==> src/rtl/serv_bus_pkg.sv <==
// rtl/serv_bus_pkg.sv - state encoding and address-map defaults for the SERV bus arbiter
package serv_bus_pkg;

  typedef enum logic [2:0] {
    ST_IDLE  = 3'd0,
    ST_MEM   = 3'd1,
    ST_RESP  = 3'd2,
    ST_ACK   = 3'd3,
    ST_PER   = 3'd4,
    ST_FAULT = 3'd5
  } state_e;

  localparam int unsigned MEM_WORDS_DEFAULT  = 512;
  localparam logic [7:0]  MEM_REGION_DEFAULT = 8'h01;
  localparam logic [7:0]  PER_REGION_DEFAULT = 8'h02;

endpackage

==> src/rtl/serv_rr_arb2.sv <==
// rtl/serv_rr_arb2.sv - two-way round-robin grant, index 0 = ibus, index 1 = dbus
module serv_rr_arb2 (
  input  logic       i_clk,
  input  logic       i_reset_n,
  input  logic [1:0] i_req,
  input  logic       i_update,
  output logic [1:0] o_gnt
);

  // last_q holds the index granted most recently; reset says "ibus last" so dbus wins first
  logic last_q;
  logic last_d;

  // Grant the lone requester, or on a tie the one that did not win last time
  always_comb begin
    o_gnt  = 2'b00;
    last_d = last_q;
    case (i_req)
      2'b01:   o_gnt = 2'b01;
      2'b10:   o_gnt = 2'b10;
      2'b11:   o_gnt = last_q ? 2'b01 : 2'b10;
      default: o_gnt = 2'b00;
    endcase
    if (i_update && (o_gnt != 2'b00)) begin
      last_d = o_gnt[1];
    end
  end

  // Remember the winner only when the arbiter actually commits to a grant
  always_ff @(posedge i_clk or negedge i_reset_n) begin
    if (!i_reset_n) begin
      last_q <= 1'b0;
    end else begin
      last_q <= last_d;
    end
  end

endmodule

==> src/rtl/serv_bus_arbiter.sv <==
// rtl/serv_bus_arbiter.sv - shares one RAM port and one peripheral port between SERV ibus and dbus
module serv_bus_arbiter
  import serv_bus_pkg::*;
#(
  parameter int unsigned MEM_WORDS  = MEM_WORDS_DEFAULT,
  parameter logic [7:0]  MEM_REGION = MEM_REGION_DEFAULT,
  parameter logic [7:0]  PER_REGION = PER_REGION_DEFAULT
) (
  input  logic                         i_clk,
  input  logic                         i_reset_n,
  input  logic [31:0]                  i_ibus_adr,
  input  logic                         i_ibus_cyc,
  output logic [31:0]                  o_ibus_rdt,
  output logic                         o_ibus_ack,
  input  logic [31:0]                  i_dbus_adr,
  input  logic [31:0]                  i_dbus_dat,
  input  logic [3:0]                   i_dbus_sel,
  input  logic                         i_dbus_we,
  input  logic                         i_dbus_cyc,
  output logic [31:0]                  o_dbus_rdt,
  output logic                         o_dbus_ack,
  output logic [$clog2(MEM_WORDS)-1:0] o_mem_addr,
  output logic                         o_mem_en,
  output logic [3:0]                   o_mem_we,
  output logic [31:0]                  o_mem_wdata,
  input  logic [31:0]                  i_mem_rdata,
  output logic [23:0]                  o_per_adr,
  output logic [31:0]                  o_per_dat,
  output logic [3:0]                   o_per_sel,
  output logic                         o_per_we,
  output logic                         o_per_cyc,
  input  logic [31:0]                  i_per_rdt,
  input  logic                         i_per_ack,
  output logic                         o_fault,
  output logic [31:0]                  o_fault_adr
);

  localparam int AW = $clog2(MEM_WORDS);

  state_e          state_q, state_d;
  logic            dbus_own_q, dbus_own_d;
  logic            is_write_q, is_write_d;
  logic            ibus_ack_q, ibus_ack_d;
  logic            dbus_ack_q, dbus_ack_d;
  logic [31:0]     ibus_rdt_q, ibus_rdt_d;
  logic [31:0]     dbus_rdt_q, dbus_rdt_d;
  logic            mem_en_q, mem_en_d;
  logic [3:0]      mem_we_q, mem_we_d;
  logic [AW-1:0]   mem_addr_q, mem_addr_d;
  logic [31:0]     mem_wdata_q, mem_wdata_d;
  logic [23:0]     per_adr_q, per_adr_d;
  logic [31:0]     per_dat_q, per_dat_d;
  logic [3:0]      per_sel_q, per_sel_d;
  logic            per_we_q, per_we_d;
  logic            per_cyc_q, per_cyc_d;
  logic            fault_q, fault_d;
  logic [31:0]     fault_adr_q, fault_adr_d;

  logic [1:0]      arb_req;
  logic [1:0]      arb_gnt;
  logic            arb_update;
  logic [31:0]     req_adr;
  logic            req_we;
  logic            complete;
  logic [31:0]     rsp_rdt;

  // Requests are only visible to the arbiter while idle
  assign arb_req = (state_q == ST_IDLE) ? {i_dbus_cyc, i_ibus_cyc} : 2'b00;
  assign rsp_rdt = (state_q == ST_PER) ? i_per_rdt : i_mem_rdata;

  serv_rr_arb2 u_arb (
    .i_clk     (i_clk),
    .i_reset_n (i_reset_n),
    .i_req     (arb_req),
    .i_update  (arb_update),
    .o_gnt     (arb_gnt)
  );

  // Next-state and next-output logic: decode the winner's region, run the access, pulse the ack
  always_comb begin
    state_d     = state_q;
    dbus_own_d  = dbus_own_q;
    is_write_d  = is_write_q;
    ibus_ack_d  = 1'b0;
    dbus_ack_d  = 1'b0;
    ibus_rdt_d  = ibus_rdt_q;
    dbus_rdt_d  = dbus_rdt_q;
    mem_en_d    = mem_en_q;
    mem_we_d    = mem_we_q;
    mem_addr_d  = mem_addr_q;
    mem_wdata_d = mem_wdata_q;
    per_adr_d   = per_adr_q;
    per_dat_d   = per_dat_q;
    per_sel_d   = per_sel_q;
    per_we_d    = per_we_q;
    per_cyc_d   = per_cyc_q;
    fault_d     = fault_q;
    fault_adr_d = fault_adr_q;
    arb_update  = 1'b0;
    complete    = 1'b0;
    req_adr     = arb_gnt[1] ? i_dbus_adr : i_ibus_adr;
    req_we      = arb_gnt[1] & i_dbus_we;

    case (state_q)
      ST_IDLE: begin
        if (arb_gnt != 2'b00) begin
          arb_update = 1'b1;
          dbus_own_d = arb_gnt[1];
          is_write_d = req_we;
          if (req_adr[31:24] == MEM_REGION) begin
            state_d     = ST_MEM;
            mem_en_d    = 1'b1;
            mem_addr_d  = req_adr[AW+1:2];
            mem_we_d    = req_we ? i_dbus_sel : 4'b0000;
            mem_wdata_d = arb_gnt[1] ? i_dbus_dat : 32'h0;
          end else if (req_adr[31:24] == PER_REGION) begin
            state_d   = ST_PER;
            per_cyc_d = 1'b1;
            per_adr_d = req_adr[23:0];
            per_dat_d = arb_gnt[1] ? i_dbus_dat : 32'h0;
            per_sel_d = arb_gnt[1] ? i_dbus_sel : 4'hF;
            per_we_d  = req_we;
          end else begin
            state_d     = ST_FAULT;
            fault_d     = 1'b1;
            fault_adr_d = req_adr;
          end
        end
      end
      ST_MEM: begin
        mem_en_d = 1'b0;
        mem_we_d = 4'b0000;
        state_d  = ST_RESP;
      end
      ST_RESP: begin
        complete = 1'b1;
        state_d  = ST_ACK;
      end
      ST_PER: begin
        if (i_per_ack) begin
          complete  = 1'b1;
          per_cyc_d = 1'b0;
          state_d   = ST_ACK;
        end
      end
      ST_ACK: begin
        state_d = ST_IDLE;
      end
      ST_FAULT: begin
        state_d = ST_FAULT;
      end
      default: begin
        state_d = ST_IDLE;
      end
    endcase

    // Writes acknowledge without disturbing the last read data
    if (complete) begin
      if (dbus_own_q) begin
        dbus_ack_d = 1'b1;
        if (!is_write_q) dbus_rdt_d = rsp_rdt;
      end else begin
        ibus_ack_d = 1'b1;
        if (!is_write_q) ibus_rdt_d = rsp_rdt;
      end
    end
  end

  // State and registered outputs; reset abandons any access in flight
  always_ff @(posedge i_clk or negedge i_reset_n) begin
    if (!i_reset_n) begin
      state_q     <= ST_IDLE;
      dbus_own_q  <= 1'b0;
      is_write_q  <= 1'b0;
      ibus_ack_q  <= 1'b0;
      dbus_ack_q  <= 1'b0;
      ibus_rdt_q  <= 32'h0;
      dbus_rdt_q  <= 32'h0;
      mem_en_q    <= 1'b0;
      mem_we_q    <= 4'b0000;
      mem_addr_q  <= '0;
      mem_wdata_q <= 32'h0;
      per_adr_q   <= 24'h0;
      per_dat_q   <= 32'h0;
      per_sel_q   <= 4'b0000;
      per_we_q    <= 1'b0;
      per_cyc_q   <= 1'b0;
      fault_q     <= 1'b0;
      fault_adr_q <= 32'h0;
    end else begin
      state_q     <= state_d;
      dbus_own_q  <= dbus_own_d;
      is_write_q  <= is_write_d;
      ibus_ack_q  <= ibus_ack_d;
      dbus_ack_q  <= dbus_ack_d;
      ibus_rdt_q  <= ibus_rdt_d;
      dbus_rdt_q  <= dbus_rdt_d;
      mem_en_q    <= mem_en_d;
      mem_we_q    <= mem_we_d;
      mem_addr_q  <= mem_addr_d;
      mem_wdata_q <= mem_wdata_d;
      per_adr_q   <= per_adr_d;
      per_dat_q   <= per_dat_d;
      per_sel_q   <= per_sel_d;
      per_we_q    <= per_we_d;
      per_cyc_q   <= per_cyc_d;
      fault_q     <= fault_d;
      fault_adr_q <= fault_adr_d;
    end
  end

  assign o_ibus_rdt  = ibus_rdt_q;
  assign o_ibus_ack  = ibus_ack_q;
  assign o_dbus_rdt  = dbus_rdt_q;
  assign o_dbus_ack  = dbus_ack_q;
  assign o_mem_addr  = mem_addr_q;
  assign o_mem_en    = mem_en_q;
  assign o_mem_we    = mem_we_q;
  assign o_mem_wdata = mem_wdata_q;
  assign o_per_adr   = per_adr_q;
  assign o_per_dat   = per_dat_q;
  assign o_per_sel   = per_sel_q;
  assign o_per_we    = per_we_q;
  assign o_per_cyc   = per_cyc_q;
  assign o_fault     = fault_q;
  assign o_fault_adr = fault_adr_q;

endmodule

==> config.mk <==
export PLATFORM = sky130hd
export DESIGN_NAME = serv_bus_arbiter
export DESIGN_NICKNAME = d
export VERILOG_FILES = /design/src/rtl/serv_bus_pkg.sv /design/src/rtl/serv_rr_arb2.sv /design/src/rtl/serv_bus_arbiter.sv
export SDC_FILE = /design/constraint.sdc
export NUM_CORES = 1
export LEC_CHECK = 0
export ABC_AREA = 1
export BUFFER_PORTS_ARGS = -buffer_cell sky130_fd_sc_hd__buf_2
export CAP_MARGIN = 15
export CELL_PAD_IN_SITES_DETAIL_PLACEMENT = 0
export CELL_PAD_IN_SITES_GLOBAL_PLACEMENT = 1
export CORE_UTILIZATION = 31
export CTS_CLUSTER_SIZE = 10
export DETAILED_ROUTE_END_ITERATION = 6
export PLACE_DENSITY_LB_ADDON = 0.1
export SYNTH_ARGS = -nofsm -noshare
export SYNTH_HDL_FRONTEND = slang
export SYNTH_SLANG_ARGS = --single-unit
==> constraint.sdc <==
create_clock -name i_clk -period 1.8 [get_ports i_clk]
set_input_delay 0.54 -clock i_clk [delete_from_list [all_inputs] [get_ports i_clk]]
set_output_delay 0.54 -clock i_clk [all_outputs]
set_load 0.02 [all_outputs]
---- Word-level counts from Yosys, hierarchy flattened ----
Cells that the tools add are included.
storage, ports and cells
  register bits after elaboration ......... 213
  bits in latches ......................... 0
  bits in writable memories ............... 0
  memory bits (read-only) ................. 0
  output and inout port bits .............. 207
  word-level logic and storage cells ...... 84
  memories ................................ 0
operators by class
  add/sub/neg operators ................... 0
  multiply operators ...................... 0
  divide/modulo/power cells ............... 0
  $lt $le $gt $ge ......................... 0
  equal/unequal tests ..................... 14
  shifts and indexed selects .............. 0
  multiplexer cells ....................... 32
  bitwise logic cells ..................... 5
  reduce and logical (&&, ||, !) cells .... 14
operators with widths
  cell                                                 number
  2-to-1 mux 32 bit                                    3
  2-to-1 mux 4 bit                                     4
  one-hot mux 3 bit (5 select lines)                   1
  2-to-1 mux 1 bit                                     14
  AND reduction 3 bit                                  4
  2-to-1 mux 3 bit                                     3
  equality test 8 x 1 -> 1 bit, second input constant  1
  equality test 8 x 2 -> 1 bit, second input constant  1
  one-hot mux 4 bit (2 select lines)                   1
  AND reduction 4 bit                                  2
  equality test 3 bit, second input constant           2
  != test 2 x 1 -> 1 bit, second input constant        3
  one-hot mux 1 bit (2 select lines)                   3
  one-hot mux 2 bit (3 select lines)                   1
  nonzero test 2 bit                                   3
  AND reduction 5 bit                                  1
  equality test 2 bit, second input constant           2
  2-to-1 mux 2 bit                                     2
  != test 2 bit, second input constant                 2
  inverter 1 bit                                       4
  AND reduction 2 bit                                  2
  equality test 3 x 1 -> 1 bit, second input constant  1
  equality test 3 x 2 -> 1 bit, second input constant  1
  logical NOT 3 bit                                    1
  other kinds (3)                                      3

---- Longest topological paths before layout ----
  word-level depth ........................ 10
  depth in mapped cells ................... 14

---- Hierarchy ----
A second synthesis with hierarchy kept.
unflattened totals
  cell total of the unflattened synthesis .. 1,042
  area total of the unflattened synthesis .. 9,242.6 um^2
modules (own cells, without submodules)
  module            times used  cells an instance  area an instance (um^2)  sequential area each (um^2)
  serv_bus_arbiter  1           1,034              9,182.6                  5,305.1
  serv_rr_arb2      1           8                  60.1                     25.0

---- Least setup slack after synthesis ----
Ideal clock, no wire load.
  path kind ............................... input-to-reg
  start ................................... in i_ibus_cyc
  end ..................................... reg mem_wdata_q[0], in the netlist o_mem_wdata[0]
  setup time .............................. 117 ps
  arrival time ............................ 1,862 ps
  path slack .............................. -179 ps
  stages on the path ...................... 14
  path buffers ............................ 2
  cells stage by stage .................... nand2_1 nand2_2 nor2_4 buf_4 nand2_1 nand2_1 nand2_1 nor2_1 nand2_2 nor2_4 inv_2 buf_6 nand2_1 nand2_1
between the ends
  longest elaborated chain between the ends .. 6
  elaborated cells between the ends (all ways) .. 10
ends and longest elaborated chain
  element                                                                     line                     source
  start, declared                                                             serv_bus_arbiter.sv:12   input logic i_ibus_cyc,
  2-to-1 mux 2 bit (*)                                                        serv_bus_arbiter.sv:68   assign arb_req = (state_q == ST_IDLE) ? {i_dbus_cyc, i_ibus_cyc} : 2'b00;
  equality test 2 bit / equality test 2 x 1 -> 1 bit (equally long branches)  serv_rr_arb2.sv:18       case (i_req)
  one-hot mux 2 bit (3 select lines) (*)                                      serv_rr_arb2.sv:18
  2-to-1 mux 32 bit                                                           serv_bus_arbiter.sv:101  req_adr = arb_gnt[1] ? i_dbus_adr : i_ibus_adr;
  equality test 8 x 1 -> 1 bit                                                serv_bus_arbiter.sv:110  if (req_adr[31:24] == MEM_REGION) begin
  AND reduction 3 bit (no source line)                                        --
  end signal, assigned                                                        serv_bus_arbiter.sv:201  mem_wdata_q <= mem_wdata_d;
  end, declared                                                               serv_bus_arbiter.sv:50   logic [31:0] mem_wdata_q, mem_wdata_d;
Mark *: on every way between the ends. The rest lies on a longest branch, timed or not.
A chain may end at the register's enable or synchronous reset.

---- Worst setup path in the final report ----
  start ................................... reg state_q[1]
  end ..................................... reg mem_wdata_q[17], in the netlist o_mem_wdata[17]
between the ends
  longest elaborated chain between the ends .. 7
  elaborated cells between the ends (all ways) .. 11
ends and longest elaborated chain
  element                                                                     line                                             source
  start, declared                                                             serv_bus_arbiter.sv:40                           state_e state_q, state_d;
  start signal, assigned                                                      serv_bus_arbiter.sv:191                          state_q <= state_d;
  logical NOT 3 bit (*)                                                       serv_bus_arbiter.sv:68, serv_bus_arbiter.sv:104
  2-to-1 mux 2 bit                                                            serv_bus_arbiter.sv:68
  equality test 2 bit / equality test 2 x 1 -> 1 bit (equally long branches)  serv_rr_arb2.sv:18
  one-hot mux 2 bit (3 select lines)                                          serv_rr_arb2.sv:18
  2-to-1 mux 32 bit                                                           serv_bus_arbiter.sv:101
  equality test 8 x 1 -> 1 bit                                                serv_bus_arbiter.sv:110
  AND reduction 3 bit (no source line)                                        --
Marks and branches as above.

==> metrics.cfg <==
[floorplanning]
num_rows=62
die_w_um=175
die_area_um2=30600
io_pins=377
dieHeight_um=175
core_um2=29100
start_util_pct=31.9

[critical_path]
reg2reg_depth=14
cp-start-kind=register
cp_cell_sequence=nor2_2, nand2_2, nor2_2, nand2_1, nand2_1, nand2_1, nor2_2, nand2_2, nor2_4, buf_12, buf_16, inv_16, nand2_1, nand2_1
arrival_ps=2430
timing.rr.end=o_mem_wdata[17]
critPathBufInv=3
crit_top_cell=nand2_1
cpPeakStageDelay_ps=400
ff2ff_setup_slack_ps=-240
cp-startpoint=state_q[1]
cp-end-kind=register
critPathMaxFanout=21
worst-setup-path-type=reg -> reg
crit_family=simple AND/OR/NAND/NOR gates
r2r_start=state_q[1]
required_ps=2200
crit_path_top_delay_cell=dfrtp_1
critPathCapture=o_mem_wdata[17]
path_depth=14

[placement]
gp_congestion=0.811
dp_cells=1914
port_buffers=376
hpwl_mm=22.5
place_ws_ps=-451

[finish]
post_route_cells_drive_above_1_share_pct=32.4
area_delta_synth_final_pct=40.6
multi_input_area_um2=3540
mostFrequentLayoutCells=nand2_1, buf_2, dfrtp_1, nor2_1, a31oi_1
nets=1742
final-seq-area_um2=5310
layout_commonest_cell=nand2_1
instances_no_fill=1964
nFillCells=3066

[sta]
finalWorstSetupSlack_ps=-237
timing.slew.headroom_pct=67.9
finalCriticalPeriod_ps=2040
max_freq_mhz=491
finalSetupViolCount=155
fin_crit_sh_pct=113
finalHoldViolCount=0
skew_ps=7.17
rsz0062_at_grt=yes
tightest_slew_ps=481
drv_slew=0

[synthesis]
syn_area_per_cell_um2=8.02
ys_types=24
synthCells=1157
netlist_area_um2=9280
synth.top_cell.area_share_pct=57.2
synth_fp_nets=1327
ys_seq_area_share_pct=57.2
yosys.area.top_type=dfrtp_1
netlist_top_cells_area=dfrtp_1, nand2_1, nor2_1
ys_ff_latch=212
yosysWarnings=0

[min_path]
hp-class=in -> reg

[clock_tree]
htreeDepth=1
clock_latency_ps=510
clockRootBuffer=clkbuf_16
cts_made_buffers=25
clk_path_buf_depth=3
clk_pin_slew_ps=50
clock_sinks=212
cts_tree=done

[global_routing]
antenna_found_initial=4
grt_pass1_vias=8956
grt_max_degree=43
grt-ovfl-total=0
grt_usage_pct=21.1
grt_pass1_wl_mm=50.5

[routing]
routedWlPerCell_um=16.5
vias=8884
vias_per_cell=4.52
drt_wl_total_mm=32.3
drt_first_pass_iters=6
drtIter0Drc=493
route.detailed.drc=0
ant_nets=0

[outcome]
violations=negative setup slack
status=finished with violations

[power]
vdd_drop_max_mv=0.708
p_leak_nw=7.53
power_density_nw_per_um2=1450

[run]
maxCapViolCount=0

[layer usage]
layer  part of all wire, %  wire (µm)  GRT usage, %
met5                 0.037         12             0
met2                    48      15400          35.7
met3                   7.8       2520          5.92
met4                   1.7        545          4.89
met1                    43      13800          26.6
[worst reg2reg max path, delay by kind of cell, from the launching register on]
kind,cells,cell delay [ps]
buf+inv,3,380
flops,1,400
simple gates,11,1150
[registers in the layout (all words and copies together), names as in the netlist]
register / cells
o_dbus_rdt: 32
o_per_dat: 32
o_mem_en: 1
o_mem_wdata: 32
u_arb.last_q: 1
o_per_cyc: 1
o_dbus_ack: 1
o_mem_we: 4
o_ibus_ack: 1
o_fault_adr: 32
o_per_we: 1
state_q: 3
o_per_adr: 24
is_write_q: 1
o_fault: 1
o_per_sel: 4
o_mem_addr: 9
o_ibus_rdt: 32
[power by group]
| group | internal (W) | switching [W] |
|---|---|---|
| clock | 0.00252 | 0.00185 |
| combinational | 0.00279 | 0.00509 |
| sequential | 0.00605 | 0.000665 |
| total | 0.0114 | 0.00760 |
[layout make-up]
class                      count  share of cell area, %
inverter                      61                   1.96
tap                          384                   3.68
sequential                   212                   40.7
timing repair inverter         2                  0.278
antenna                        3                 0.0575
multi-input combinational    822                   27.1
timing repair buffer         448                   21.2
clock buffer                  32                   5.07
[cells by family after synthesis]
group | after synthesis | share of synthesized area [%]
AO/OA/AOI/OAI | 78 | 5.15
buffers and inverters | 124 | 6.03
flip-flops | 212 | 57.2
AND/OR/NAND/NOR | 743 | 31.7
[worst min-delay path by stage]
stage | startpoint | to | slack (ps) | depth (start not counted)
floorplan | i_reset_n | is_write_q | 240 | 0
global placement | o_fault_adr[15] | o_fault_adr[15] | 450 | 2
detailed placement | o_fault | o_fault | 450 | 2
CTS | i_dbus_sel[0] | o_mem_we[0] | 270 | 3
global route | i_dbus_sel[3] | o_mem_we[3] | 300 | 3
finish | i_dbus_sel[0] | o_mem_we[0] | 290 | 3
[stage by stage]
step           power (W)  instance area [µm²]  setup TNS, ps  hold WS (ps)  utilization (%)
3_5_place_dp      0.0146                12000         -57450           453             41.3
4_1_cts           0.0192                13000         -23910           268             44.6
3_3_place_gp      0.0145                12000         -54500           449             41.3
6_report          0.0190                13100         -24690           293             44.9
5_1_grt           0.0203                13000         -57140           301             44.8
2_1_floorplan     0.0113                 9310          -7770           244                -
[cells in the mapped netlist (all sizes together)]
| master | number |
|---|---|
| nand2 | 579 |
| dfrtp | 212 |
| nor2 | 119 |
| a31oi | 64 |
| inv | 61 |
| buf | 44 |
| nand4 | 35 |
| clkbuf | 19 |
| o21ai | 9 |
| nand3 | 5 |
| nor3 | 4 |
| o21bai | 3 |
| a21oi | 2 |
| or2 | 1 |
[what timing repair did]
item                                    4_1_cts  5_1_grt
hold endpoints to repair                     29        0
resized for setup                            29       16
buffers inserted                              6        2
gates cloned                                  6        0
endpoints found under the setup margin      144      207
hold buffers                                  1        0
pin swaps                                     4        1
Power figures use the tool's default switching activity.
